## config.mk

```make
export PLATFORM = sky130hd
export DESIGN_NAME = store_buffer
export DESIGN_NICKNAME = d
export VERILOG_FILES = /design/src/rtl/store_buffer.sv
export SDC_FILE = /design/constraint.sdc
export NUM_CORES = 1
export LEC_CHECK = 0
export CORE_MARGIN = 1
export CORE_UTILIZATION = 40
export CTS_CLUSTER_SIZE = 12
export DETAILED_ROUTE_END_ITERATION = 12
export GPL_TIMING_DRIVEN = 0
export SYNTH_ARGS = -nofsm -noshare
export SYNTH_HDL_FRONTEND = slang
export SYNTH_SLANG_ARGS = --single-unit
export TNS_END_PERCENT = 30
```

## constraint.sdc

```tcl
create_clock -name clk -period 35.4 [get_ports clk]
set_clock_uncertainty 0.2 [all_clocks]
set_input_delay 7.08 -clock clk [delete_from_list [all_inputs] [get_ports clk]]
set_output_delay 7.08 -clock clk [all_outputs]
set_load 0.005 [all_outputs]
```

## src/rtl/store_buffer.sv

```systemverilog
// store_buffer: circular FIFO of committed stores sitting between ROB commit
// and the dmem load/store arbitration FSM. The head entry is presented to dmem
// as a write request until the FSM retires it with store_buffer_pop. A
// combinational overlap check lets the load RS hold back loads that touch a
// buffered store's bytes; there is no forwarding.
module store_buffer #(
    parameter int SB_IDX_BITS = 3
) (
    input  logic                   clk,
    input  logic                   rst,

    input  logic                   push_valid,
    input  logic [31:0]            push_addr,
    input  logic [31:0]            push_wdata,
    input  logic [3:0]             push_wmask,
    output logic                   push_ready,

    output logic                   dmem_w_rqst,
    output logic [31:0]            dmem_w_addr,
    output logic [31:0]            dmem_w_wdata,
    output logic [3:0]             dmem_w_wmask,
    input  logic                   store_buffer_pop,

    input  logic [31:0]            load_check_addr,
    input  logic [3:0]             load_check_rmask,
    output logic                   load_conflict,

    output logic [SB_IDX_BITS:0]   sb_count
);

    localparam int DEPTH = 1 << SB_IDX_BITS;
    localparam logic [SB_IDX_BITS:0] PTR_ONE = {{SB_IDX_BITS{1'b0}}, 1'b1};

    // Pointers carry one extra wrap bit so full and empty are distinguishable
    // when the index bits coincide.
    logic [SB_IDX_BITS:0]   head_q, head_d;
    logic [SB_IDX_BITS:0]   tail_q, tail_d;
    logic [DEPTH-1:0]       valid_q, valid_d;

    // Only the word address is kept; byte position is already in the mask.
    logic [29:0]            ent_addr_q  [DEPTH];
    logic [31:0]            ent_wdata_q [DEPTH];
    logic [3:0]             ent_wmask_q [DEPTH];

    logic [SB_IDX_BITS-1:0] head_idx;
    logic [SB_IDX_BITS-1:0] tail_idx;
    logic                   empty;
    logic                   full;
    logic                   push_fire;
    logic                   pop_fire;
    logic [DEPTH-1:0]       entry_hit;

    // Byte offsets are irrelevant at word granularity; masks carry lane info.
    logic                   unused_addr_lsbs;
    assign unused_addr_lsbs = ^{push_addr[1:0], load_check_addr[1:0]};

    assign head_idx = head_q[SB_IDX_BITS-1:0];
    assign tail_idx = tail_q[SB_IDX_BITS-1:0];

    assign empty = (head_q == tail_q);
    assign full  = (head_idx == tail_idx) && (head_q[SB_IDX_BITS] != tail_q[SB_IDX_BITS]);

    // No pop bypass when full: a full buffer refuses the push even if the head
    // retires in the same cycle, which keeps push_ready off the pop path.
    assign push_ready = !full;
    assign push_fire  = push_valid && !full;
    assign pop_fire   = store_buffer_pop && !empty;

    assign dmem_w_rqst = !empty;
    assign sb_count    = tail_q - head_q;

    // Next pointer and valid state from accepted push and pop.
    always_comb begin
        head_d  = head_q;
        tail_d  = tail_q;
        valid_d = valid_q;
        if (pop_fire) begin
            valid_d[head_idx] = 1'b0;
            head_d            = head_q + PTR_ONE;
        end
        if (push_fire) begin
            valid_d[tail_idx] = 1'b1;
            tail_d            = tail_q + PTR_ONE;
        end
    end

    // Pointer and valid registers, cleared asynchronously on reset.
    always_ff @(posedge clk or posedge rst) begin
        if (rst) begin
            head_q  <= '0;
            tail_q  <= '0;
            valid_q <= '0;
        end else begin
            head_q  <= head_d;
            tail_q  <= tail_d;
            valid_q <= valid_d;
        end
    end

    // Entry payload storage, written at the tail on an accepted push.
    always_ff @(posedge clk or posedge rst) begin
        if (rst) begin
            for (int i = 0; i < DEPTH; i++) begin
                ent_addr_q[i]  <= '0;
                ent_wdata_q[i] <= '0;
                ent_wmask_q[i] <= '0;
            end
        end else if (push_fire) begin
            ent_addr_q[tail_idx]  <= push_addr[31:2];
            ent_wdata_q[tail_idx] <= push_wdata;
            ent_wmask_q[tail_idx] <= push_wmask;
        end
    end

    // Head entry drives dmem; outputs are forced to zero while empty so stale
    // payload from retired entries never appears on the bus.
    always_comb begin
        dmem_w_addr  = '0;
        dmem_w_wdata = '0;
        dmem_w_wmask = '0;
        if (!empty) begin
            dmem_w_addr  = {ent_addr_q[head_idx], 2'b00};
            dmem_w_wdata = ent_wdata_q[head_idx];
            dmem_w_wmask = ent_wmask_q[head_idx];
        end
    end

    // Per-entry overlap test against registered state only: an entry being
    // popped this cycle still counts, one being pushed does not until next cycle.
    always_comb begin
        entry_hit = '0;
        for (int i = 0; i < DEPTH; i++) begin
            entry_hit[i] = valid_q[i]
                           && (ent_addr_q[i] == load_check_addr[31:2])
                           && ((ent_wmask_q[i] & load_check_rmask) != 4'b0000);
        end
    end

    assign load_conflict = |entry_hit;

endmodule

```

**After elaboration in Yosys (flattened, before gate mapping)**

Cells that the tools add are included.

- Flip-flop bits (word level): 544
- Latch bits: 0
- Bits in writable memories: 0
- Bits in read-only memories: 0
- Input bits: 108
- Output and inout port bits: 75
- Word-level logic and storage cells: 121
- Memories kept: 0

- Add/sub/neg operators: 3
- Multipliers: 0
- Div/mod/pow operators: 0
- Magnitude comparators: 7
- Equality and inequality tests: 11
- Shift operators: 0
- Mux-type cells: 27
- Bitwise operators: 13
- Reduce and logical (&&, ||, !) cells: 33

Operators with widths:

| operator | count |
|---|---|
| $bwmux W256 | 1 |
| $bwmux W240 | 1 |
| $eq A30 B30 Y1 | 8 |
| $mux W32 | 5 |
| $bmux W32 S3 | 1 |
| $demux W32 S3 | 1 |
| $bmux W30 S3 | 1 |
| $demux W30 S3 | 1 |
| $mux W30 | 3 |
| $and A4 B4 Y4 | 8 |
| $bwmux W32 | 1 |
| $reduce_bool A4 Y1 | 8 |
| $logic_and A1 B1 Y1 | 22 |
| $mux W4 | 4 |
| $mux W8 | 2 |
| $bmux W4 S3 | 1 |
| $demux W4 S3 | 1 |
| $add A4 B1 Y4 const B | 2 |
| $and A8 B8 Y8 | 1 |
| $ge A4 B4 Y1 const B | 2 |
| $lt A3 B4 Y1 const B | 2 |
| $not A3 Y4 | 2 |
| $not A8 Y8 | 1 |
| $or A8 B8 Y8 | 1 |
| 10 further kinds | 14 |

**Logic depth before layout (Yosys ltp)**

Gate-level depths: netlist of run 1.

- Depth in word-level cells: 9
- Depth in mapped cells: 14
- Depth with buffers taken out: 9

**Worst setup path after synthesis of run 1**

No wires, ideal clock.

- Kind: input to output
- From: input port load_check_rmask[0]
- To: output port load_conflict
- Arrival: 8.432 ns
- Required time: 28.120 ns
- Setup slack: 19.688 ns
- Stages: 7
- Path buffers: 1
- Path through: clkbuf_1 -> a22o_1 -> a221oi_1 -> nor4_1 -> nand3_1 -> nand4_1 -> or4_1

- Cells in the longest elaborated chain, start to end: 4
- Elaborated cells between the ends (all ways): 25
- Those cells by class: 8 x bitwise; 17 x reduce/logical

Ends and longest elaborated chain:

| item | line | source |
|---|---|---|
| start, declared | 25 | `input logic [3:0] load_check_rmask,` |
| $and A4 B4 Y4 | 135 | `&& ((ent_wmask_q[i] & load_check_rmask) != 4'b0000);` |
| $reduce_bool A4 Y1 | 135 |  |
| $logic_and A1 B1 Y1 | 135 |  |
| $reduce_or A8 Y1 * | 139 | `assign load_conflict = \|entry_hit;` |
| end, declared | 26 | `output logic load_conflict,` |

Every way passes the cells marked *; elsewhere a longest branch is shown, timed or not.

**Final worst setup path of run 1**

- From: input port load_check_addr[25]
- To: output port load_conflict

- Cells in the longest elaborated chain, start to end: 4
- Elaborated cells between the ends (all ways): 25
- Those cells by class: 8 x eq/ne; 17 x reduce/logical

Ends and longest elaborated chain:

| item | line | source |
|---|---|---|
| start, declared | 24 | `input logic [31:0] load_check_addr,` |
| $eq A30 B30 Y1 | 134 | `&& (ent_addr_q[i] == load_check_addr[31:2])` |
| $logic_and A1 B1 Y1 | 134 |  |
| $logic_and A1 B1 Y1 | 135 |  |
| $reduce_or A8 Y1 * | 139 |  |

Marks and branches as above.

==> results.sh, run 1 <==
export IMPL_status="finished, final reports clean"
export IMPL_cts_path_max_buffers=3
export IMPL_critPathSlowestCell="xnor2_1"
export IMPL_final_common_cell="dfrtp_1"
export IMPL_cts_root_buf="clkbuf_16"
export IMPL_fin_nets=2290
export IMPL_grt_overflow=0
export IMPL_ios=183
export IMPL_grt_max_degree=131
export IMPL_detailedRoute_firstPassIterationCount=6
export IMPL_worstSkewPairLatency_ns=0.64
export IMPL_die_w_um=264
export IMPL_synthTopCellsByArea="dfrtp_1 (50%), mux2_2 (21%), mux4_2 (11%)"
export IMPL_finalWorstSetupSlack_ns=18.20
export IMPL_port_buffers=142
export IMPL_numCtsBuffers=61
export IMPL_ff2ff_path_depth=12
export IMPL_cts_clk_slew_worst_paths_ns=0.05
export IMPL_finalCriticalPeriod_ns=17.20
export IMPL_r2r_start="head_q[1]"
export IMPL_die_y_um=264
export IMPL_grt_usage_pct=25.8
export IMPL_antenna_found_initial=7
export IMPL_fillers=5976
export IMPL_min_delay_start="ent_wdata_q[133]"
export IMPL_yosysTopAreaCell="dfrtp_1"
export IMPL_wl_per_cell_um=28.8
export IMPL_avgSynthCellArea_um2=14.0
export IMPL_gp_congestion=0.995
export IMPL_r2r_setup_slack_ns=31.09
export IMPL_grt_pass1_wl_um=131000
export IMPL_ys_seq_elements=544
export IMPL_antenna_left=0
export IMPL_postCtsHoldBufs=0
export IMPL_drv_cap=0
export IMPL_hold_viol=0
export IMPL_fin_setup_tns_ns=0
export IMPL_hold_end="ent_wdata_q[133]"
export IMPL_ys_warn_count=0
export IMPL_worst_ir_drop_vdd_uv=55.0
export IMPL_critPathBufInv=2
export IMPL_startpoint_type="input port"
export IMPL_async_flop_share_pct=100
export IMPL_cts_repair_resized=0
export IMPL_max_slew_worst_pin_slew_ns=1.14
export IMPL_cp_end_kind="primary output"
export IMPL_synth_top_area_share_pct=49.5
export IMPL_initialDrtViolationCount=1293
export IMPL_post_cts_setup_buffers=0
export IMPL_cts_sinks=544
export IMPL_dp_slack_ns=18.31
export IMPL_num_rows=95
export IMPL_cp_top_family="simple AND/OR/NAND/NOR gates"
export IMPL_slew_viol_final=0
export IMPL_rsz0062_at_grt="no"
export IMPL_ys_types=38
export IMPL_r2r_end="ent_addr_q[16]"
export IMPL_powerDensity_mw_per_mm2=108
export IMPL_ys_flop_type="dfrtp_1"
export IMPL_period_share_pct=48.6
export IMPL_critPathRequiredTime_ns=28.12
export IMPL_place_hpwl_um=64900
export IMPL_maxSlewHeadroom_pct=23.8
export IMPL_crit_path_cell_trace="buf_2, xnor2_1, nand4_1, nor4_1, nand4_1, nor4_1, or4_1, clkdlybuf4s50_1"
export IMPL_die_area_mm2=0.0697
export IMPL_finalSetupViolations=0
export IMPL_synthToLayoutAreaGrowth_pct=17.2
export IMPL_cts_tree="built"
export IMPL_crit_fanout=8
export IMPL_final_layout_size_suffix_gt1_share_pct=39.5
export IMPL_netlist_instances=1965
export IMPL_vias_per_cell=5.69
export IMPL_core_mm2=0.0675
export IMPL_h_tree_depth=2
export IMPL_critPathKind="input port to primary output"
export IMPL_start_util_pct=40.7
export IMPL_worst_ep_arrival_time_ns=9.92
export IMPL_vias=17600
export IMPL_hold_path_depth=1
export IMPL_leakagePower_nw=13.2
export IMPL_synth_edff_count=0
export IMPL_fin_util_pct=47.7
export IMPL_holdCritPathClass="flop to flop"
export IMPL_whs_ns=0.299
export IMPL_syn_area_mm2=0.0275
export IMPL_max_freq_ghz=0.0581
export IMPL_grt_pass1_vias=18900
export IMPL_max_stage_delay_ns=0.59
export IMPL_drc=0
export IMPL_yosysSeqAreaShare_pct=49.5
export IMPL_drt_total_wl_um=89200
export IMPL_layout_cells_most_common_list="dfrtp_1 (544), mux2_2 (501), xnor2_1 (197), nand2_1 (151), clkdlybuf4s50_1 (142)"
## synth_stat cells (2+ instances only)
master / number
a21oi_1: 70
a221oi_1: 5
a22o_1: 5
a22oi_1: 6
buf_1: 11
buf_2: 84
buf_4: 20
buf_6: 7
clkbuf_1: 23
dfrtp_1: 544
ha_1: 5
inv_1: 9
mux2_2: 501
mux2_4: 29
mux4_2: 132
nand2_1: 151
nand3_1: 10
nand4_1: 54
nor2_1: 5
nor3_1: 5
nor4_1: 21
o21ai_0: 6
o31ai_1: 2
xnor2_1: 197
xor2_1: 50
## registers in the layout, summed over array words and instances, names as in the netlist
| signal | cells |
|---|---|
| ent_addr_q | 240 |
| ent_wdata_q | 256 |
| ent_wmask_q | 32 |
| head_q | 4 |
| tail_q | 4 |
| valid_q | 8 |
## cell families after synthesis
logic type      after synthesis  synth area share, %
fa+ha+maj                     6                0.301
flops                       544                 49.5
compound gates               96                 1.98
buf+inv                     154                 2.95
mux                         662                 32.9
other cells                   1               0.0136
xor+xnor                    248                 7.93
simple gates                254                 4.34
## cell type report
class	instances	area (µm²)	area share [%]
timing repair buffer	147	1560	4.84
antenna	2	5.00	0.0155
multi-input combinational	1268	13100	40.5
buffer	145	777	2.41
inverter	9	41.3	0.128
sequential	544	13600	42.3
clock buffer	97	1850	5.75
clock inverter	15	210	0.653
tap	873	1090	3.39
## stage by stage
step	total power [mW]	std cells	area (µm²)
floorplan	2.14	1966	27500
finish	3.47	3100	32200
CTS	3.49	3098	32200
detailed placement	2.83	2986	30100
global route	3.64	3098	32200
global placement	2.79	2981	30000
## layer usage
layer	vias up	global-route usage [%]	share of wire, %	wire, µm
met2	463	42.8	49	43500
li1	7542	-	-	-
met4	10	8.88	3.4	3040
met3	154	4.67	5.3	4770
met1	9460	34.0	42	37900
met5	-	0	0.073	65
## worst max path at each step
stage / start / end / cells after the start
2_1_floorplan: rst / ent_addr_q[0] / 1
3_3_place_gp: rst / ent_addr_q[135] / 2
3_5_place_dp: load_check_addr[25] / load_conflict / 8
4_1_cts: load_check_addr[25] / load_conflict / 8
5_1_grt: load_check_addr[25] / load_conflict / 8
6_report: load_check_addr[25] / load_conflict / 8
## where the power goes
part	total [mW]	internal (mW)	switching, mW
clock	0.648	0.380	0.268
sequential	1.17	0.941	0.233
combinational	1.65	0.885	0.761
total	3.47	2.21	1.26
No activity file was read; power rests on OpenSTA's default activity.
==> run 2, diff against run 1 <==
Clock period 35.4 ns to 15 ns, I/O delays scaled along.
==> run 2 against run 1 <==
Global-route usage grew 0.14 points; register-to-register slack worse by 20 ns; critical path depth did not move; utilization rose by 0.20 points; wire length is 0.70% higher; sequential power increased by 140%; cell count up 0.35%; critical path type unchanged; highest routed layer unchanged.
==> results.sh, run 2 (synthesized netlist as in run 1, its figures left out) <==
export IMPL_place_hpwl_um=65600
export IMPL_antenna_found_initial=11
export IMPL_r2r_start="head_q[2]"
export IMPL_drv_cap=0
export IMPL_leakagePower_nw=13.2
export IMPL_dp_slack_ns=6.10
export IMPL_slew_viol_final=0
export IMPL_core_mm2=0.0675
export IMPL_powerDensity_mw_per_mm2=253
export IMPL_critPathKind="input port to primary output"
export IMPL_grt_pass1_wl_um=132000
export IMPL_crit_path_cell_trace="buf_2, xnor2_1, nand4_1, nor4_1, nand4_1, nor4_1, or4_1, clkdlybuf4s50_1"
export IMPL_wl_per_cell_um=28.9
export IMPL_gp_congestion=1.00
export IMPL_status="finished, final reports clean"
export IMPL_place_inst=2996
export IMPL_drt_total_wl_um=89900
export IMPL_port_buffers=142
export IMPL_vias=17800
export IMPL_ios=183
export IMPL_holdCritPathClass="flop to flop"
export IMPL_max_freq_ghz=0.110
export IMPL_vias_per_cell=5.71
export IMPL_total_power_mw=8.19
export IMPL_synthToLayoutAreaGrowth_pct=17.7
export IMPL_cts_sinks=544
export IMPL_critPathRequiredTime_ns=11.80
export IMPL_r2r_setup_slack_ns=10.77
export IMPL_rsz0062_at_grt="no"
export IMPL_ff2ff_path_depth=13
export IMPL_crit_cells=8
export IMPL_final_layout_size_suffix_gt1_share_pct=39.7
export IMPL_critPathSlowestCell="xnor2_1"
export IMPL_cts_repair_resized=0
export IMPL_worstSetupEndpoint="load_conflict"
export IMPL_startpoint_type="input port"
export IMPL_worst_ir_drop_vdd_uv=182
export IMPL_r2r_end="ent_wdata_q[201]"
export IMPL_finalWorstSetupSlack_ns=5.92
export IMPL_numCtsBuffers=60
export IMPL_die_area_mm2=0.0697
export IMPL_instances_no_fill=3111
export IMPL_crit_fanout=8
export IMPL_finalCriticalPeriod_ns=9.08
export IMPL_finalSetupViolations=0
export IMPL_h_tree_depth=2
export IMPL_die_y_um=264
export IMPL_fin_nets=2299
export IMPL_antenna_left=0
export IMPL_max_slew_worst_pin_slew_ns=1.21
export IMPL_crit_path_start="load_check_addr[25]"
export IMPL_reg_largest_list="ent_wdata_q (256), ent_addr_q (240), ent_wmask_q (32)"
export IMPL_cts_root_buf="clkbuf_16"
export IMPL_start_util_pct=40.7
export IMPL_max_stage_delay_ns=0.64
export IMPL_maxSlewHeadroom_pct=19.6
export IMPL_initialDrtViolationCount=1416
export IMPL_cts_clk_slew_worst_paths_ns=0.06
export IMPL_largest_reg_flops=256
export IMPL_period_share_pct=60.5
export IMPL_cts_path_max_buffers=3
export IMPL_grt_pass1_vias=18600
export IMPL_final_common_cell="dfrtp_1"
export IMPL_cp_end_kind="primary output"
export IMPL_post_cts_setup_buffers=0
export IMPL_largest_register="ent_wdata_q"
export IMPL_num_rows=95
export IMPL_grt_overflow=0
export IMPL_grt_usage_pct=26.0
export IMPL_drc=0
export IMPL_detailedRoute_firstPassIterationCount=5
export IMPL_postCtsHoldBufs=0
export IMPL_die_w_um=264
export IMPL_worst_ep_arrival_time_ns=5.88
export IMPL_layout_cells_most_common_list="dfrtp_1 (544), mux2_2 (501), xnor2_1 (197), nand2_1 (151), clkdlybuf4s50_1 (142)"
export IMPL_worstSkewPairLatency_ns=0.65
export IMPL_cp_top_family="simple AND/OR/NAND/NOR gates"
export IMPL_grt_max_degree=45
export IMPL_critPathBufInv=2
export IMPL_fin_setup_tns_ns=0
export IMPL_cts_tree="built"
export IMPL_hold_viol=0
## run 2: cell types whose count changed in the layout (fill, tap and decap cells not counted)
cell and delta:
buf_12 +14, buf_16 -4, clkbuf_1 +2, clkbuf_16 -1, clkinv_2 -1, clkinvlp_4 +1
diode_2 +2, inv_8 -2
## run 2: power by group
part	switching (mW)	internal, mW
clock	0.626	0.885
sequential	0.546	2.22
combinational	1.81	2.09
total	2.99	5.20
## run 2: area by class of cell
cell class	count	area (µm²)
timing repair buffer	157	1730
inverter	9	37.5
clock buffer	98	1840
sequential	544	13600
buffer	145	777
fill	5938	35200
multi-input combinational	1268	13100
clock inverter	13	194
antenna	4	10.0
tap	873	1090
## run 2: metal layers
layer | vias to the layer above | routed length (µm) | global-route usage [%]
met5 | - | 91 | 0
li1 | 7553 | - | -
met4 | 14 | 2860 | 8.42
met3 | 133 | 5240 | 4.56
met1 | 9538 | 38200 | 35.0
met2 | 536 | 43500 | 42.4
## run 2: per-stage QoR
stage / util [%] / hold WS [ns] / cell area (µm²)
2_1_floorplan: - / 0.262 / 27500
3_3_place_gp: 44.4 / 0.281 / 30000
3_5_place_dp: 44.9 / 0.287 / 30300
4_1_cts: 47.9 / 0.301 / 32300
5_1_grt: 47.9 / 0.310 / 32300
6_report: 47.9 / 0.298 / 32300
## run 2: worst register-to-register path, delay by kind of cell (launching register included)
kind	cells	cell delay, ns
adders and majority gates	1	0.36
buffers and inverters	6	2.06
DFF	1	0.34
muxes	1	0.37
and+or+nand+nor	5	0.79
## run 2: worst min-delay path by stage
stage	start	to	slack [ns]	depth (start not counted)
after floorplan	valid_q[0]	valid_q[0]	0.26	2
after global placement	ent_wdata_q[14]	ent_wdata_q[14]	0.28	1
after detailed placement	ent_wdata_q[209]	ent_wdata_q[209]	0.29	1
after CTS	ent_wdata_q[209]	ent_wdata_q[209]	0.30	1
after global routing	ent_wdata_q[203]	ent_wdata_q[203]	0.31	1
final	ent_wdata_q[218]	ent_wdata_q[218]	0.30	1
